$ cat src/rtl/serial_adder_pkg.sv
// Shared definitions for the bit-serial arithmetic units (adder now, subtractor later).
// Holds the state encoding, the default operand width and the bit-level carry helper.
package serial_adder_pkg;

    localparam int DEFAULT_WIDTH = 8;

    typedef enum logic [1:0] {
        ST_IDLE  = 2'd0,
        ST_SHIFT = 2'd1,
        ST_DONE  = 2'd2
    } state_t;

    // Majority of three: the carry out of a one-bit full add.
    function automatic logic maj3(input logic x, input logic y, input logic z);
        return (x & y) | (x & z) | (y & z);
    endfunction

endpackage

$ cat src/rtl/serial_adder_full_adder_bit.sv
// One-bit combinational full adder used as the serial adder's per-cycle datapath.
module full_adder_bit
    import serial_adder_pkg::*;
(
    input  logic a,
    input  logic b,
    input  logic cin,
    output logic s,
    output logic cout
);

    assign s    = a ^ b ^ cin;
    assign cout = maj3(a, b, cin);

endmodule

$ cat src/rtl/serial_adder.sv
// Bit-serial adder: {cout,sum} = a + b + cin, one bit per clock LSB first,
// with valid/ready handshakes on the operand and result sides.
module serial_adder
    import serial_adder_pkg::*;
#(
    parameter int WIDTH = DEFAULT_WIDTH,
    parameter int CNT_W = $clog2(WIDTH + 1)
) (
    input  logic             clk,
    input  logic             rst,
    input  logic             in_valid,
    output logic             in_ready,
    input  logic [WIDTH-1:0] a,
    input  logic [WIDTH-1:0] b,
    input  logic             cin,
    output logic             out_valid,
    input  logic             out_ready,
    output logic [WIDTH-1:0] sum,
    output logic             cout,
    output logic             ovf
);

    state_t             state_reg;
    logic [WIDTH-1:0]   a_sr_reg;
    logic [WIDTH-1:0]   b_sr_reg;
    logic [WIDTH-1:0]   sum_reg;
    logic [WIDTH-1:0]   sum_next;
    logic [CNT_W-1:0]   cnt_reg;
    logic               carry_reg;
    logic               cout_reg;
    logic               ovf_reg;
    logic               in_ready_reg;
    logic               out_valid_reg;
    logic               fa_s;
    logic               fa_cout;
    logic               last_step;

    full_adder_bit u_fa (
        .a    (a_sr_reg[0]),
        .b    (b_sr_reg[0]),
        .cin  (carry_reg),
        .s    (fa_s),
        .cout (fa_cout)
    );

    // Each new result bit enters at the MSB, so after WIDTH steps bit 0 sits at the LSB.
    assign sum_next  = {fa_s, sum_reg[WIDTH-1:1]};
    assign last_step = (cnt_reg == CNT_W'(WIDTH - 1));

    always_ff @(posedge clk or posedge rst) begin
        if (rst) begin
            state_reg     <= ST_IDLE;
            a_sr_reg      <= '0;
            b_sr_reg      <= '0;
            sum_reg       <= '0;
            cnt_reg       <= '0;
            carry_reg     <= 1'b0;
            cout_reg      <= 1'b0;
            ovf_reg       <= 1'b0;
            in_ready_reg  <= 1'b1;
            out_valid_reg <= 1'b0;
        end else begin
            case (state_reg)
                ST_IDLE: begin
                    if (in_valid && in_ready_reg) begin
                        a_sr_reg     <= a;
                        b_sr_reg     <= b;
                        carry_reg    <= cin;
                        cnt_reg      <= '0;
                        in_ready_reg <= 1'b0;
                        state_reg    <= ST_SHIFT;
                    end
                end
                ST_SHIFT: begin
                    a_sr_reg  <= {1'b0, a_sr_reg[WIDTH-1:1]};
                    b_sr_reg  <= {1'b0, b_sr_reg[WIDTH-1:1]};
                    carry_reg <= fa_cout;
                    sum_reg   <= sum_next;
                    cnt_reg   <= cnt_reg + 1'b1;
                    if (last_step) begin
                        // carry_reg here is the carry into the MSB; compare with carry out.
                        cout_reg      <= fa_cout;
                        ovf_reg       <= carry_reg ^ fa_cout;
                        out_valid_reg <= 1'b1;
                        state_reg     <= ST_DONE;
                    end
                end
                ST_DONE: begin
                    if (out_ready) begin
                        out_valid_reg <= 1'b0;
                        in_ready_reg  <= 1'b1;
                        state_reg     <= ST_IDLE;
                    end
                end
                default: begin
                    out_valid_reg <= 1'b0;
                    in_ready_reg  <= 1'b1;
                    state_reg     <= ST_IDLE;
                end
            endcase
        end
    end

    assign in_ready  = in_ready_reg;
    assign out_valid = out_valid_reg;
    assign sum       = sum_reg;
    assign cout      = cout_reg;
    assign ovf       = ovf_reg;

endmodule

$ cat config.mk
export PLATFORM = sky130hd
export DESIGN_NAME = serial_adder
export DESIGN_NICKNAME = d
export VERILOG_FILES = /design/src/rtl/serial_adder_pkg.sv /design/src/rtl/serial_adder_full_adder_bit.sv /design/src/rtl/serial_adder.sv
export SDC_FILE = /design/constraint.sdc
export NUM_CORES = 1
export LEC_CHECK = 0
export BUFFER_PORTS_ARGS = -buffer_cell sky130_fd_sc_hd__buf_2
export CAP_MARGIN = 0
export CELL_PAD_IN_SITES_DETAIL_PLACEMENT = 0
export CELL_PAD_IN_SITES_GLOBAL_PLACEMENT = 1
export CORE_ASPECT_RATIO = 0.75
export CORE_MARGIN = 4
export CORE_UTILIZATION = 30
export DETAILED_ROUTE_END_ITERATION = 16
export PLACE_DENSITY = 0.61
export SYNTH_ARGS = -nofsm -noshare
export SYNTH_HDL_FRONTEND = slang
export SYNTH_SLANG_ARGS = --single-unit
$ cat constraint.sdc
create_clock -name clk -period 2.1 [get_ports clk]
set_input_delay 0.42 -clock clk [delete_from_list [all_inputs] [get_ports clk]]
set_output_delay 0.42 -clock clk [all_outputs]
set_load 0.05 [all_outputs]
## Yosys cells after proc, flatten, opt, wreduce, memory -nomap -nowiden

Index checks and enable logic that the tools add are counted.

| storage, ports and cells | value |
|---|---|
| output and inout bits | 12 |
| bits in registers | 35 |
| bits of input ports | 21 |

| cells by class | value |
|---|---|
| add/subtract/negate cells | 1 |
| reductions and logical operators | 8 |
| bitwise logic cells | 10 |
| multiplexer cells | 18 |
| equality and inequality tests | 6 |

Operator list:

| cell | count |
|---|---|
| $pmux W8 S2 | 2 |
| $mux W8 | 2 |
| $reduce_and A3 Y1 | 3 |
| $pmux W4 S2 | 1 |
| $mux W2 | 3 |
| $ne A2 B2 Y1 const B | 3 |
| $pmux W1 S3 | 2 |
| $pmux W2 S3 | 1 |
| $mux W1 | 5 |
| $add A4 B1 Y4 const B | 1 |
| $eq A4 B3 Y1 const B | 1 |
| $mux W4 | 1 |
| $reduce_and A2 Y1 | 2 |
| $and A1 B1 Y1 | 3 |
| $xor A1 B1 Y1 | 3 |
| $eq A2 B1 Y1 const B | 1 |
| $eq A2 B2 Y1 const B | 1 |
| $logic_not A2 Y1 | 1 |
| $not A1 Y1 | 2 |
| $or A1 B1 Y1 | 2 |
| $pmux W1 S2 | 1 |
| $reduce_bool A2 Y1 | 1 |
| $logic_and A1 B1 Y1 | 1 |

## Depth between registers and ports, before layout

| depth | value |
|---|---|
| depth in word-level cells | 4 |
| depth in mapped cells | 5 |

## Cells and area by module

Synthesis repeated with hierarchy kept, for this count alone.

| unflattened totals | value |
|---|---|
| cells, all modules | 152 |
| area, all modules | 1607.8 µm² |

Modules (own cells, without submodules):

| module | times used | cells each | area an instance (µm²) |
|---|---|---|---|
| serial_adder | 1 | 151 | 1587.8 |
| full_adder_bit | 1 | 1 | 20.0 |

## Worst setup path before layout

OpenSTA, ideal clock, no wires.

| timing | value |
|---|---|
| kind | register to register |
| from | register in_ready_reg (netlist: in_ready) |
| to | register cnt_reg[1] |
| library setup time | 0.121 ns |
| stages on the path, launching flop included | 5 |
| arrival time | 1.423 ns |
| path slack | 0.556 ns |
| path buffers | 1 |
| path through | dfstp_2 -> a21oi_2 -> or2_1 -> buf_6 -> a22o_1 |

| on the way | value |
|---|---|
| cells in the longest elaborated chain, start to end | 3 |

Ends and longest elaborated chain:

| element | RTL line | source |
|---|---|---|
| start: declaration | serial_adder.sv:32 | `logic in_ready_reg;` |
| start signal: assignment | serial_adder.sv:60 | `in_ready_reg <= 1'b1;` |
| start signal: assignment | serial_adder.sv:70 | `in_ready_reg <= 1'b0;` |
| start signal: assignment | serial_adder.sv:91 | `in_ready_reg <= 1'b1;` |
| $logic_and A1 B1 Y1 | serial_adder.sv:65 | `if (in_valid && in_ready_reg) begin` |
| $ne A2 B2 Y1 (no source line) | n/a |  |
| $reduce_and A2 Y1 (no source line) | n/a |  |
| end signal: assignment | serial_adder.sv:79 | `cnt_reg <= cnt_reg + 1'b1;` |
| end: declaration | serial_adder.sv:28 | `logic [CNT_W-1:0] cnt_reg;` |

Every way passes these cells.
A chain may end at the register's enable or synchronous reset.

## Worst setup path in the final report

| timing | value |
|---|---|
| from | register in_ready_reg (netlist: in_ready) |
| to | output in_ready |

RTL lines:

| element | RTL line | source |
|---|---|---|
| end: declaration | serial_adder.sv:12 | `output logic in_ready,` |

No word-level cell between the ends.

==> flow_metrics.py <==
metrics = {
    "place": {
        "detailed_place_hpwl_mm": 2.30,
        "gp_routability_congestion": 0.735,
        "io_buffers": 32,
    },
    "critical_path": {
        "worst-path-max-fanout": 7,
        "timing.critical_path.cells": "buf_2",
        "timing.critical_path.max_delay_family": "flip-flops",
        "number_of_buffers_and_inverters_on_the_critical_path": 1,
        "cp_data_required_time_ns": 1.68,
        "cp-end-kind": "output pin",
        "worstPathArrival_ns": 1.16,
        "critPathSlowestCell": "dfstp_2",
        "timing.critical_path.slowest_cell_delay_ns": 0.59,
        "path_class": "flop to output pin",
        "start_kind": "flop",
    },
    "grt": {
        "grt_start_max_net_pins": 36,
        "grt_pass1_wl_mm": 5.71,
        "grt.overflow.total": 0,
        "grt_pass1_vias": 1170,
        "number_of_antenna_violations_at_the_first_check_in_global_routing": 0,
        "track_usage_pct": 11.0,
    },
    "final_layout": {
        "finalCoreUtilization_pct": 37.9,
        "ff_latch_area_um2": 877,
        "syn_to_final_growth_pct": 18.6,
        "fill_cells": 517,
        "fin_nets": 210,
        "antenna_cells_inserted": 0,
        "multi_input_comb_area_um2": 651,
        "drive_gt1_share_pct": 26.1,
    },
    "clock_network": {
        "cts_tree": "yes",
        "postCtsSetupBuffers": 0,
        "cts_num_sinks": 35,
        "clkTransAtPathRegs_ns": 0.07,
        "cts-root-buf": "clkbuf_8",
        "post_cts_resized": 0,
        "clkLatencyLatePin_ns": 0.28,
        "clock_tree.buffer_depth": 2,
        "htree_levels": 2,
        "hold_buffers": 0,
        "tritoncts.num_buffers": 5,
    },
    "power_and_ir_drop": {
        "switching_power_uw": 259,
        "pwr-share-clk_pct": 39.0,
        "power_frac_seq_pct": 57.1,
        "total_leakage_power_uw": 0.00107,
        "internal_dissipation_uw": 921,
        "power-per-cell-area_nw_per_um2": 619,
        "ir_drop_mv": 0.167,
        "p_sw_share_pct": 22.0,
        "comb_power_share_pct": 3.8,
    },
    "synth": {
        "postSynthAreaPerCell_um2": 10.6,
        "ys_warn_count": 0,
        "synth_largest_area_cell": "dfrtp_1",
        "yosys.cell_types.count": 31,
        "synth_seq_cells": 35,
        "syn-instance-count": 152,
        "synthesis.area_um2": 1610,
        "synth-seq-area-share_pct": 54.6,
        "synth.net_count": 175,
        "synth.top_cells.by_area": "dfrtp_1, mux2i_1, o21ai_0",
        "synth_top_area_share_pct": 52.9,
    },
    "routing": {
        "vias_per_cell": 4.60,
        "drt_first_pass_iters": 4,
        "drtAntennaViolNets": 0,
        "drcViolationCount": 0,
        "drt-total-wl_mm": 3.40,
        "drtIter0Drc": 80,
        "vias": 1195,
        "wl_per_cell_um": 13.1,
    },
    "sta": {
        "sum_of_negative_setup_slack_ns": 0,
        "timing.final.setup_violations": 0,
        "layout_min_cycle_time_ns": 1.58,
        "max_freq_ghz": 0.635,
        "timing_max_transition_violations_final": 0,
        "clock-skew-final_ns": 0.00640,
        "grt_setup_unrepaired": "no",
        "layout_worst_path_cycle_share_pct": 75.0,
        "worst-slew-pin-transition_ns": 0.615,
        "slew-limit-headroom_pct": 59.0,
        "report.final.hold_viol_count": 0,
    },
    "floorplanning": {
        "num_io_pins": 33,
        "dieArea_um2": 6610,
        "core_area_um2": 5040,
        "std_cell_rows": 22,
        "die_height_um": 71.4,
        "die_x_um": 92.5,
        "initial_core_util_pct": 31.9,
    },
    "job": {
        "drv_cap": 0,
    },
    "hold_path": {
        "worst_hold_path_type": "input pin to async pin",
    },
    "status": {
        "run_status": "finished clean",
    },
}
==> worst reg2reg max path: stages (launching register included) <==
cell and delay [ns]:
dfstp_2 0.59, a21oi_2 0.07, or2_1 0.45, a22o_1 0.33
==> area by class of cell <==
type	instances	area share, %
Multi-Input combinational cell	106	34.1
Tap cell	72	4.72
Timing Repair Buffer	37	10.4
Inverter	2	0.394
Sequential cell	35	46.0
Clock buffer	5	3.61
Clock inverter	3	0.787
==> kinds of logic after synthesis <==
kind of cell / synth area share (%)
mux: 10.7
buf+inv: 4.98
compound gates: 15.5
simple gates: 11.1
fa+ha+maj: 2.02
flops: 54.6
xor+xnor: 1.09
==> Yosys cell counts <==
cell type and instances:
a21o_1 1, a21oi_1 6, a21oi_2 1, a22o_1 2, and2_1 1, and4b_1 2, buf_2 1, buf_4 1
buf_6 3, buf_8 1, clkbuf_1 3, dfrtp_1 34, dfstp_2 1, fa_1 1, ha_1 1, inv_1 2
mux2_2 2, mux2i_1 15, nand2_1 27, nand2b_1 1, nand3_1 1, nand4b_1 1, nor2_1 5, nor2b_1 1
o21a_1 1, o21ai_0 21, o21ai_1 11, o22a_1 2, or2_1 1, xnor2_1 1, xor2_1 1
==> routing by layer <==
metal  global-route usage, %  routed length (um)
met1                    15.3                1750
met3                    3.78                 162
met2                    15.3                1420
met4                    5.44                  65
met5                       0                   0
==> path summary, 6_finish.rpt <==
check / slack (ns) / depth (start not counted) / to / from
worst max-delay path: 0.52 / 1 / in_ready / in_ready
worst min-delay path: 0.23 / 3 / sum[1] / rst
worst max register to register: 0.55 / 3 / cnt_reg[1] / in_ready
worst min register to register: 0.48 / 2 / sum[0] / sum[0]
max in group asynchronous: 1.52 / 3 / in_ready / rst
min in group clk: 0.41 / 3 / a_sr_reg[5] / a[5]
==> power by group through the flow <==
| stage | logic, uW | clock network, uW | registers (uW) |
|---|---|---|---|
| floorplan | 19.5 | 0 | 687 |
| global placement | 45.3 | 0 | 687 |
| finish | 45.2 | 460 | 674 |
| detailed placement | 46.5 | 0 | 687 |
| global route | 53.1 | 516 | 673 |
| CTS | 46.6 | 489 | 674 |
==> placed cells by master, fill, tap and decap left out, types with 2 or more instances in the layout <==
cell type | Yosys | layout
o21ai_1 | 11 | 11
nand2_1 | 27 | 27
inv_1 | 2 | 2
buf_4 | 1 | 5
and4b_1 | 2 | 2
a21oi_1 | 6 | 6
mux2i_1 | 15 | 15
a22o_1 | 2 | 2
clkinv_2 | 0 | 3
nor2_1 | 5 | 5
dfrtp_1 | 34 | 34
buf_2 | 1 | 32
mux2_2 | 2 | 2
o22a_1 | 2 | 2
o21ai_0 | 21 | 21
clkbuf_8 | 0 | 5
==> through the flow <==
step           area, um^2  worst slack [ns]  power, uW  hold slack [ns]  cells
3_5_place_dp         1820             0.560        733            0.473    252
2_1_floorplan        1610             0.556        706            0.467    152
5_1_grt              1910             0.452       1240            0.278    260
3_3_place_gp         1820             0.594        732            0.458    252
6_report             1910             0.525       1180            0.227    260
4_1_cts              1910             0.509       1210            0.233    260
No activity file was read; power rests on OpenSTA's default activity.
